--- src/rtl/seq_ctrl_pkg.sv ---
// Shared types and helpers for the seq_detect_ctrl serial pattern detector.
package seq_ctrl_pkg;

    typedef enum logic [1:0] {
        IDLE = 2'd0,
        RUN  = 2'd1,
        DONE = 2'd2
    } state_e;

    function automatic int lenw(input int pat_w);
        return $clog2(pat_w + 1);
    endfunction

endpackage

--- src/rtl/seq_match_core.sv ---
// Shift register, fill counter and masked pattern compare for seq_detect_ctrl.
// Overlap handling follows SEQ_DETECT_CTRL_OVERLAP_EN (defined: overlapping matches count).
module seq_match_core
    import seq_ctrl_pkg::*;
#(
    parameter int PAT_W = 8,
    parameter int LW    = lenw(PAT_W)
) (
    input  logic             clk,
    input  logic             rstn,
    input  logic             clr,
    input  logic             en,
    input  logic             rx,
    input  logic [PAT_W-1:0] pattern,
    input  logic [LW-1:0]    len,
    output logic             hit
);

    localparam logic [LW-1:0]  FULL = LW'(PAT_W);
    localparam logic [PAT_W:0] ONE  = (PAT_W + 1)'(1);

    logic [PAT_W-1:0] shift_q;
    logic [PAT_W-1:0] shift_next;
    logic [PAT_W-1:0] mask;
    logic [PAT_W:0]   mask_wide;
    logic [LW-1:0]    fill_q;
    logic [LW-1:0]    fill_next;

    // Mask is one bit wider so that len == PAT_W yields all ones.
    always_comb begin
        shift_next = {shift_q[PAT_W-2:0], rx};
        fill_next  = (fill_q == FULL) ? fill_q : fill_q + LW'(1);
        mask_wide  = (ONE << len) - ONE;
        mask       = mask_wide[PAT_W-1:0];
        hit        = en && (fill_next >= len) &&
                     ((shift_next & mask) == (pattern & mask));
    end

    always_ff @(posedge clk) begin
        if (!rstn || clr) begin
            shift_q <= '0;
            fill_q  <= '0;
        end else if (en) begin
            shift_q <= shift_next;
`ifdef SEQ_DETECT_CTRL_OVERLAP_EN
            fill_q  <= fill_next;
`else
            fill_q  <= hit ? '0 : fill_next;
`endif
        end
    end

endmodule

--- src/rtl/seq_detect_ctrl.sv ---
// Programmable serial pattern-detection controller: config handshake, job FSM, counters.
// Optional macro SEQ_DETECT_CTRL_OVERLAP_EN (used in seq_match_core) enables overlapping matches.
module seq_detect_ctrl
    import seq_ctrl_pkg::*;
#(
    parameter int PAT_W = 8,
    parameter int CNT_W = 8,
    parameter int WIN_W = 16
) (
    input  logic                      clk,
    input  logic                      rstn,
    input  logic                      cfg_valid,
    output logic                      cfg_ready,
    input  logic [PAT_W-1:0]          cfg_pattern,
    input  logic [lenw(PAT_W)-1:0]    cfg_len,
    input  logic [CNT_W-1:0]          cfg_target,
    input  logic [WIN_W-1:0]          cfg_window,
    input  logic                      start,
    input  logic                      abort,
    input  logic                      rx_valid,
    input  logic                      rx,
    output logic                      busy,
    output logic                      match,
    output logic [CNT_W-1:0]          match_cnt,
    output logic                      done,
    output logic                      timeout,
    output logic                      cfg_err
);

    localparam int             LW    = lenw(PAT_W);
    localparam logic [LW-1:0]  MAXL  = LW'(PAT_W);

    state_e state, state_next;

    logic [PAT_W-1:0] pattern_q;
    logic [LW-1:0]    len_q;
    logic [CNT_W-1:0] target_q;
    logic [WIN_W-1:0] window_q;
    logic             cfg_loaded;
    logic [WIN_W-1:0] bit_cnt;

    logic             cfg_accept;
    logic             start_go;
    logic             start_bad;
    logic             core_en;
    logic             hit;
    logic [CNT_W-1:0] cnt_next;
    logic [WIN_W-1:0] bit_next;
    logic             end_target;
    logic             end_window;
    logic             goal_met;

    seq_match_core #(
        .PAT_W (PAT_W),
        .LW    (LW)
    ) u_core (
        .clk     (clk),
        .rstn    (rstn),
        .clr     (start_go),
        .en      (core_en),
        .rx      (rx),
        .pattern (pattern_q),
        .len     (len_q),
        .hit     (hit)
    );

    always_ff @(posedge clk) begin
        if (!rstn) state <= IDLE;
        else       state <= state_next;
    end

    // A same-cycle config offer wins over start; abort masks the core so it beats a hit.
    // With an unbounded target, a match on the window-final bit counts as meeting the goal.
    always_comb begin
        state_next = state;
        cfg_ready  = (state == IDLE);
        busy       = (state == RUN);
        cfg_accept = (state == IDLE) && cfg_valid;
        start_go   = (state == IDLE) && !cfg_valid && start && cfg_loaded;
        start_bad  = (state == IDLE) && !cfg_valid && start && !cfg_loaded;
        core_en    = (state == RUN) && !abort && rx_valid;
        cnt_next   = (hit && (match_cnt != '1)) ? match_cnt + CNT_W'(1) : match_cnt;
        bit_next   = bit_cnt + WIN_W'(1);
        end_target = core_en && hit && (target_q != '0) && (cnt_next == target_q);
        end_window = core_en && (window_q != '0) && (bit_next == window_q);
        goal_met   = (target_q == '0) ? hit : end_target;
        case (state)
            IDLE:    if (start_go) state_next = RUN;
            RUN: begin
                if (abort)                         state_next = IDLE;
                else if (end_target || end_window) state_next = DONE;
            end
            DONE:    state_next = IDLE;
            default: state_next = IDLE;
        endcase
    end

    always_ff @(posedge clk) begin
        if (!rstn) begin
            pattern_q  <= '0;
            len_q      <= '0;
            target_q   <= '0;
            window_q   <= '0;
            cfg_loaded <= 1'b0;
            bit_cnt    <= '0;
            match_cnt  <= '0;
            match      <= 1'b0;
            done       <= 1'b0;
            timeout    <= 1'b0;
            cfg_err    <= 1'b0;
        end else begin
            match <= core_en && hit;
            done  <= (state == DONE);
            if (cfg_accept) begin
                pattern_q  <= cfg_pattern;
                len_q      <= cfg_len;
                target_q   <= cfg_target;
                window_q   <= cfg_window;
                cfg_loaded <= (cfg_len != '0) && (cfg_len <= MAXL);
            end
            if (start_go) begin
                match_cnt <= '0;
                bit_cnt   <= '0;
                timeout   <= 1'b0;
                cfg_err   <= 1'b0;
            end
            if (start_bad) cfg_err <= 1'b1;
            if ((state == RUN) && abort) timeout <= 1'b0;
            if (core_en) begin
                match_cnt <= cnt_next;
                bit_cnt   <= bit_next;
                if (end_window && !goal_met) timeout <= 1'b1;
            end
        end
    end

endmodule
--- config.mk ---
export PLATFORM = sky130hd
export DESIGN_NAME = seq_detect_ctrl
export DESIGN_NICKNAME = d
export VERILOG_FILES = /design/src/rtl/seq_ctrl_pkg.sv /design/src/rtl/seq_match_core.sv /design/src/rtl/seq_detect_ctrl.sv
export SDC_FILE = /design/constraint.sdc
export NUM_CORES = 1
export LEC_CHECK = 0
export CAP_MARGIN = 20
export CELL_PAD_IN_SITES_DETAIL_PLACEMENT = 2
export CELL_PAD_IN_SITES_GLOBAL_PLACEMENT = 2
export CORE_UTILIZATION = 35
export DETAILED_ROUTE_END_ITERATION = 16
export PLACE_DENSITY_LB_ADDON = 0.05
export REMOVE_ABC_BUFFERS = 1
export SLEW_MARGIN = 25
export SYNTH_ARGS = -nofsm -noshare
export SYNTH_HDL_FRONTEND = slang
export SYNTH_SLANG_ARGS = --single-unit
--- constraint.sdc ---
create_clock -name clk -period 4.66 [get_ports clk]
set_input_delay 0.699 -clock clk [delete_from_list [all_inputs] [get_ports clk]]
set_output_delay 0.699 -clock clk [all_outputs]
set_load 0.05 [all_outputs]
# After elaboration in Yosys (flattened, before gate mapping)
# Index checks and enable logic that the tools add are counted.
dict set report op_classes {
  addsub 4
  n_lt_le_gt_ge 2
  eq_ne 9
  n_shift 1
  n_mux 18
  bitwise_logic 2
  n_reduce_logical 33
}
# op n
set ops {}
lappend ops {{$mux 16} 2}
lappend ops {{$mux 8} 3}
lappend ops {{$logic_and 1x1->1} 18}
lappend ops {{$add 16x1->16 const B} 1}
lappend ops {{$and 8x8->8} 2}
lappend ops {{$eq 16x16->1} 1}
lappend ops {{$eq 8x8->1} 2}
lappend ops {{$reduce_bool 16->1} 1}
lappend ops {{$add 8x1->8 const B} 1}
lappend ops {{$logic_not 8->1} 1}
lappend ops {{$mux 4} 2}
lappend ops {{$ne 8x8->1 const B} 1}
lappend ops {{$reduce_bool 8->1} 1}
lappend ops {{$shl 1x4->8 const A} 1}
lappend ops {{$sub 8x1->8 const B} 1}
lappend ops {{$mux 1} 7}
lappend ops {{$mux 2} 3}
lappend ops {{$logic_not 1->1} 5}
lappend ops {{$add 4x1->4 const B} 1}
lappend ops {{$eq 4x4->1 const B} 1}
lappend ops {{$ge 4x4->1} 1}
lappend ops {{$le 4x4->1 const B} 1}
lappend ops {{$pmux 2 s2} 1}
lappend ops {{$reduce_bool 2->1} 2}
lappend ops {{8 further kinds} 9}
dict set report totals {
  ff_bits 78
  in_bits 43
  elab_cells 83
}

# Depth between registers and ports, before layout
# Gate-level depths: netlist of the first run.
dict set report logic_depth {
  depth_word 14
  mapped_depth 14
}

# By module
# Synthesis of the first run repeated with hierarchy kept, for this count alone.
dict set report unflattened {
  hier_cells 561
  hier_area_um2 4396.7
}
# mod instances cells_each area_per_inst_um2
set by_module_without_submodules {}
lappend by_module_without_submodules {seq_detect_ctrl 1 465 3555.9}
lappend by_module_without_submodules {seq_match_core 1 96 840.8}

# Least setup slack after synthesis of the first run
# Ideal clock, no wire load.
dict set report synth_path {
  path_type {register -> register}
  start {register len_q[0]}
  end {register state[0]}
  setup_ns 0.132
  t_arrival_ns 2.572
  required_time_ns 4.528
  slack_ns 1.956
  path_stages_with_launch 12
  n_path_buf 2
  period_less_slack_ns 2.704
  path_cell_list {dfxtp_1 -> buf_2 -> or4_4 -> ha_1 -> clkbuf_1 -> and2_1 -> o211ai_1 -> o211a_4 -> o2111ai_4 -> nor4_2 -> or3b_1 -> a21oi_1}
}
dict set report synth_via {
  elab_chain_cells 12
  word_cells_on_any_way 17
  cone_classes {add/sub (1); order compare (1); eq/ne (3); shift (1); mux (1); bitwise (2); reduce/logical (8)}
}
# element line_no
set synth_rtl {}
lappend synth_rtl {{from (decl)} seq_detect_ctrl.sv:36} ;# logic [LW-1:0] len_q;
lappend synth_rtl {{from (signal assigned)} seq_detect_ctrl.sv:116} ;# len_q <= cfg_len;
lappend synth_rtl {{$shl 1x4->8} seq_match_core.sv:33} ;# mask_wide = (ONE << len) - ONE;
lappend synth_rtl {{$sub 8x1->8} seq_match_core.sv:33}
lappend synth_rtl {{$and 8x8->8} seq_match_core.sv:36} ;# ((shift_next & mask) == (pattern & mask));
lappend synth_rtl {{$eq 8x8->1} seq_match_core.sv:36}
lappend synth_rtl {{$logic_and 1x1->1 *} seq_match_core.sv:35} ;# hit = en && (fill_next >= len) &&
lappend synth_rtl {{$logic_and 1x1->1} seq_detect_ctrl.sv:82} ;# cnt_next = (hit && (match_cnt != '1)) ? match_cnt + CNT_W'(1) : match_cnt;
lappend synth_rtl {{$mux 8} seq_detect_ctrl.sv:82}
lappend synth_rtl {{$eq 8x8->1} seq_detect_ctrl.sv:84} ;# end_target = core_en && hit && (target_q != '0) && (cnt_next == target_q);
lappend synth_rtl {{$logic_and 1x1->1 *} seq_detect_ctrl.sv:84}
lappend synth_rtl {{$logic_or 1x1->1 *} seq_detect_ctrl.sv:91} ;# else if (end_target || end_window) state_next = DONE;
lappend synth_rtl {{$ne 3x2->1 (no source line) *} -}
lappend synth_rtl {{$reduce_and 2->1 (no source line) *} -}
lappend synth_rtl {{to (signal assigned)} seq_detect_ctrl.sv:69} ;# else state <= state_next;
lappend synth_rtl {{to (decl)} seq_detect_ctrl.sv:33} ;# state_e state, state_next;
# Every way passes the cells marked *; elsewhere a longest branch is shown, timed or not.
# A chain may end at the register's enable or synchronous reset.

# Worst setup path after layout of the first run
dict set report layout_path {
  start {register u_core.fill_q[0]}
  end {register state[0]}
}
dict set report layout_via {
  elab_chain_cells 12
  word_cells_on_any_way 15
  cone_classes {add/sub (1); order compare (1); eq/ne (3); mux (2); reduce/logical (8)}
}
# element line_no
set layout_rtl {}
lappend layout_rtl {{from (decl)} seq_match_core.sv:26} ;# logic [LW-1:0] fill_q;
lappend layout_rtl {{from (signal assigned)} seq_match_core.sv:48} ;# fill_q <= hit ? '0 : fill_next;
lappend layout_rtl {{$add 4x1->4 / $eq 4x4->1 (equally long branches)} seq_match_core.sv:32} ;# fill_next = (fill_q == FULL) ? fill_q : fill_q + LW'(1);
lappend layout_rtl {{$mux 4 *} seq_match_core.sv:32}
lappend layout_rtl {{$ge 4x4->1 *} seq_match_core.sv:35}
lappend layout_rtl {{$logic_and 1x1->1 * (2 in series)} seq_match_core.sv:35}
lappend layout_rtl {{$logic_and 1x1->1} seq_detect_ctrl.sv:82}
lappend layout_rtl {{$mux 8} seq_detect_ctrl.sv:82}
lappend layout_rtl {{$eq 8x8->1} seq_detect_ctrl.sv:84}
lappend layout_rtl {{$logic_and 1x1->1 *} seq_detect_ctrl.sv:84}
lappend layout_rtl {{$logic_or 1x1->1 *} seq_detect_ctrl.sv:91}
lappend layout_rtl {{$ne 3x2->1 (no source line) *} -}
lappend layout_rtl {{$reduce_and 2->1 (no source line) *} -}
# Marks and branches as above.

==> results.cfg, run 1 <==
[run_status]
status = finished clean

[yosys]
yosysWarnings = 0
synth-seq-cells = 78
synth.distinct_cells = 64
syn_area_per_cell_um2 = 7.84
ys_async_sr_fraction_pct = 0
synthesis.area_mm2 = 0.00441
syn_inst = 562
synth-main-ff-cell = dfxtp_1
ys_seq_area_share_pct = 35.4
netlist.area_leader.share_pct = 35.4
synth_top_cell_by_area = dfxtp_1
synth_edf_count = 0
yosys-top-cells-area = dfxtp_1 35%, nand2_1 10%, a21oi_1 8.5%

[global_routing]
grt_pass1_vias = 4535
gr-usage-met3_pct = 3.55
use_met1_pct = 28.5
grt_max_degree = 56
grt_overflow_total = 0
grt_usage_pct = 23.3
antenna_found_initial = 0
grt_util_met2_pct = 40.8
grt_most_used_layer = met2
grt_pass1_wl_um = 23400

[flow_run]
drv_cap = 0

[routing]
drc_errors = 0
wl_um = 14100
wl_per_cell_um = 18.2
drtAntennaViolNets = 0
vias = 4198
vias_per_cell = 5.43
drt-initial-drc-count = 156
drt-pass1-iter-count = 4

[placed_design]
hpwl_um = 9990
port_buffers = 56
post-place-ws_ns = 1.46
place.gp.congestion = 0.782

[sta]
fin_crit_sh_pct = 65.8
fin_ws_ns = 1.59
relSlewSlack_pct = 39.2
drv_slew = 0
fin_setup_tns_ns = 0
whs_ns = 0.468
hold_violations = 0
grt_setup_unrepaired = false
worst_pin_slew_ns = 0.911
finalSetupViolCount = 0
min_period_ns = 3.07
max_freq_mhz = 326
finClkSkew_ns = 0.00708

[cts]
cts_setup_buffers = 0
clkSinkCount = 78
cts_tree = yes
clk_path_buf_depth = 2
cts_resized = 0
clock_latency_ns = 0.35
numCtsBuffers = 9
cts_root_buffer = clkbuf_16
holdBufCountCts = 0
clk_pin_slew_ns = 0.06
h-tree-depth = 3

[worst_setup_path]
cp.arrival_ns = 3.27
worstSetupPathType = flop to flop
crit_required_ns = 4.86
critPathCaptureType = flop
start_kind = flop
cp_max_fo = 17

[power_and_ir_drop]
powerDensity_mw_per_mm2 = 293
leakage_nw = 1.91
ir_drop_uv = 155

[floorplanning]
dieHeight_um = 114
core_area_mm2 = 0.0122
start_util_pct = 36.2
dieArea_mm2 = 0.0130
io_pins = 57
die_x_um = 114
rows = 40

[cells_and_area]
layout-drive-gt1-share_pct = 6.28
filler_cell_count = 1406
layout.nets = 654
area.sequential_mm2 = 0.00156
area_delta_synth_final_pct = 22.0
multiInputGateArea_mm2 = 0.00269
n_antenna_cell = 0

[worst_hold_path]
hp-class = flop to flop
==> cell usage after synthesis (9+ instances only) <==
| master | n |
|---|---|
| dfxtp_1 | 78 |
| nand3_1 | 10 |
| nor2_1 | 38 |
| a21oi_1 | 75 |
| o21ai_0 | 21 |
| nor3_1 | 12 |
| nand2_1 | 119 |
| ha_1 | 9 |
| xnor2_1 | 30 |
| inv_1 | 10 |
| clkbuf_1 | 22 |
| nor4_1 | 10 |
| xor2_1 | 11 |
==> worst paths after layout <==
| check | slack, ns | endpoint | from | cells past startpoint |
|---|---|---|---|---|
| max | 1.59 | state[0] | u_core.fill_q[0] | 13 |
| min | 0.47 | pattern_q[2] | pattern_q[2] | 2 |
| max reg2reg | 1.59 | state[0] | u_core.fill_q[0] | 13 |
| min reg2reg | 0.47 | pattern_q[2] | pattern_q[2] | 2 |
==> power by group <==
part	switching, mW	total, mW	internal [mW]
Clock	0.275	0.684	0.409
Combinational	0.0930	0.178	0.0847
Sequential	0.0238	0.711	0.687
Total	0.392	1.57	1.18
==> metrics by stage <==
stage          total power [mW]  utilization [%]  cell area (um^2)  std cells
6_report                   1.57             44.2              5380        773
5_1_grt                    1.64             44.2              5380        773
4_1_cts                    1.59             44.2              5380        773
3_5_place_dp              0.905             42.0              5100        759
3_3_place_gp              0.897             42.0              5100        759
2_1_floorplan             0.819                -              4270        529
==> layout make-up <==
cell class              instances  share of cell area (%)
clock inverters                 2                   0.652
clock buffers                  12                    4.40
repair buffers                 62                    11.3
flip-flops and latches         78                    29.1
well taps                     168                    3.91
multi-input cells             441                    50.0
inverters                      10                   0.698
==> critical path: stages (launching register included) <==
cell and delay, ns:
dfxtp_1 0.34, inv_1 0.12, ha_1 0.16, nand2_1 0.07, nor2_1 0.28, xnor2_1 0.12
ha_1 0.27, nand2b_1 0.09, a21oi_1 0.07, o21ai_0 0.32, o2111ai_4 0.37, nor4_2 0.48
or3b_1 0.17, a21oi_1 0.06
==> cells by family (layout without fill, tap and decap cells) <==
kind of cell,after synthesis,count (layout),share of synthesized area (%)
AO/OA/AOI/OAI,144,144,20.2
XOR/XNOR,42,42,8.66
adder cells (fa/ha/maj),9,9,2.56
buffers and inverters,43,86,3.89
flip-flops,78,78,35.4
multiplexers,5,5,1.19
AND/OR/NAND/NOR,241,241,28.1
==> registers in the layout (all words and copies together) (netlist names) <==
| register | cells |
|---|---|
| bit_cnt | 16 |
| window_q | 16 |
| match_cnt | 8 |
| pattern_q | 8 |
| target_q | 8 |
| u_core.shift_q | 7 |
| len_q | 4 |
| u_core.fill_q | 4 |
| state | 2 |
| cfg_err | 1 |
| cfg_loaded | 1 |
| done | 1 |
| match | 1 |
| timeout | 1 |
==> layer usage <==
layer | routed length, um | up-vias | share of wire [%]
met5 | 0 | - | 0
li1 | - | 2047 | -
met1 | 6490 | 2071 | 46
met4 | 294 | 0 | 2.1
met2 | 6980 | 56 | 49
met3 | 347 | 24 | 2.5
==> cells in the final DEF, fill, tap and decap left out, drive strengths merged, types with 3 or more instances in the layout <==
cell and n:
ha 9, nand3 12, clkbuf 12, xor2 11
inv 10, a31oi 5, nor2 39, nor3 14
o21ai 26, clkdlybuf4s50 56, nand2b 6, nor4 14
nand4 9, o211ai 6, buf 6, o2111ai 4
and2 3, or3 3, mux2i 3, o211a 4
a21o 3, nand3b 3, a22oi 3, and3 5
nand2 119, nor2b 3, dfxtp 78, a21oi 75
o21bai 3, xnor2 30
No activity file was read; power rests on OpenSTA's default activity.
==> run 2: changes to the inputs <==
- CORE_UTILIZATION: 35 -> 33
- clock period: 4.66 -> 3 ns (I/O delays scaled with it)
==> run 2 against run 1 <==
Compared with the run above:
- combinational power rose by 67%
- worst setup slack got worse by 1.4 ns
- routed wire length rose by 3.0%
- critical path type unchanged
- clock-buffer cell count rose by 1
- fmax rose by 8.6%
- largest cell class unchanged
- first-iteration DRC count fell by 13%
- final cell count rose by 2.5%
- worst hold slack improved by 0.0035 ns
- utilization fell by 0.90 points
==> results.cfg, run 2 (same netlist as run 1, synthesis figures left out) <==
[cells_and_area]
layout_common_cells = 119 x nand2_1, 78 x dfxtp_1, 75 x a21oi_1, 56 x clkdlybuf4s50_1, 37 x nor2_1
top_regs = bit_cnt (16), window_q (16)
layout-drive-gt1-share_pct = 9.03
stdcell_count = 792
mostFrequentLayoutCell = nand2_1
filler_cell_count = 1451
n_antenna_cell = 0
area_delta_synth_final_pct = 26.0
layout.nets = 667

[sta]
whs_ns = 0.471
max_freq_mhz = 354
worst_pin_slew_ns = 0.517
grt_setup_unrepaired = false
fin_crit_sh_pct = 94.1
relSlewSlack_pct = 65.4
finClkSkew_ns = 0.00660
hold_violations = 0
min_period_ns = 2.82
drv_slew = 0
finalSetupViolCount = 0

[cts]
cts_root_buffer = clkbuf_16
cts_setup_buffers = 0
holdBufCountCts = 0
h-tree-depth = 3
clkSinkCount = 78
clock_latency_ns = 0.34
cts_tree = yes
clk_pin_slew_ns = 0.06
numCtsBuffers = 9
clk_path_buf_depth = 2

[worst_setup_path]
cp_max_fo = 10
critPathCaptureType = flop
crit_required_ns = 3.22
cp.arrival_ns = 3.04
start_kind = flop
worstSetupPathType = flop to flop

[routing]
vias = 4241
drc_errors = 0
drt-pass1-iter-count = 4
wl_um = 14500
drt-initial-drc-count = 135
drtAntennaViolNets = 0
wl_per_cell_um = 18.3
vias_per_cell = 5.35

[global_routing]
grt_overflow_total = 0
grt_max_degree = 38
antenna_found_initial = 0
grt_pass1_wl_um = 23900
grt_pass1_vias = 4496
grt_usage_pct = 21.9

[power_and_ir_drop]
powerDensity_mw_per_mm2 = 475
ir_drop_uv = 202
leakage_nw = 2.01

[placed_design]
port_buffers = 56
dp_cells = 776
hpwl_um = 10700
place.gp.congestion = 0.861

[worst_hold_path]
hp-class = flop to flop

[floorplanning]
die_x_um = 118
rows = 41
start_util_pct = 34.4
dieHeight_um = 118
dieArea_mm2 = 0.0138
core_area_mm2 = 0.0128
io_pins = 57

[run_status]
status = finished clean

[flow_run]
drv_cap = 0
## run 2: cell count changes in the layout (fill, tap and decap cells not counted), sizes merged
cell	delta
clkbuf	+1
bufinv	+1
buf	+13
## run 2: cell type report
cell class                      instances  area [um^2]  area share (%)
Clock inverter                          3         65.1            1.17
Timing Repair Buffer                   75          703            12.7
Tap cell                              172          215            3.88
Clock buffer                           13          270            4.87
Multi-Input combinational cell        441         2700            48.6
Sequential cell                        78         1560            28.1
Inverter                               10         37.5           0.676
## run 2: worst paths after layout
kind,start,endpoint,slack [ns],depth (start not counted)
worst max-delay path,len_q[3],u_core.fill_q[0],0.18,10
worst min-delay path,pattern_q[3],pattern_q[3],0.47,2
worst max register to register,len_q[3],u_core.fill_q[0],0.18,10
worst min register to register,pattern_q[3],pattern_q[3],0.47,2
## run 2: per-stage QoR
stage / instance area (um^2) / TNS (ns) / setup WS [ns] / power [mW] / util (%)
final: 5550 / 0 / 0.176 / 2.64 / 43.3
after global routing: 5550 / 0 / 0.0586 / 2.75 / 43.3
after CTS: 5540 / 0 / 0.0559 / 2.67 / 43.2
after detailed placement: 5210 / 0 / 0.0775 / 1.42 / 40.6
after global placement: 5210 / 0 / 0.319 / 1.40 / 40.6
after floorplan: 4270 / -10.92 / -0.837 / 1.27 / -
## run 2: worst max-delay path: stages, from the launching register on
cell and delay [ns]:
dfxtp_1 0.32, or4_4 0.55, ha_1 0.31, and2_1 0.20, o211ai_1 0.22, o211a_4 0.21, o2111ai_4 0.24, buf_4 0.25
a21oi_1 0.15, a2bb2oi_1 0.19, nor2_1 0.05
## run 2: report_power, final
group	total [mW]	switching [mW]	internal, mW
Clock	1.25	0.450	0.797
Combinational	0.297	0.158	0.139
Sequential	1.10	0.0295	1.07
## run 2: what timing repair did
item	CTS	global route
gates resized for setup	0	3
hold endpoints to repair	0	0
setup endpoints to repair	0	10
## run 2: routing by layer
metal / part of all wire [%] / wire length [um] / track usage [%]
met5: 0 / 0 / 0
met4: 1.4 / 201 / 6.89
met3: 2.8 / 411 / 3.34
met2: 49 / 7170 / 37.9
met1: 46 / 6750 / 27.9
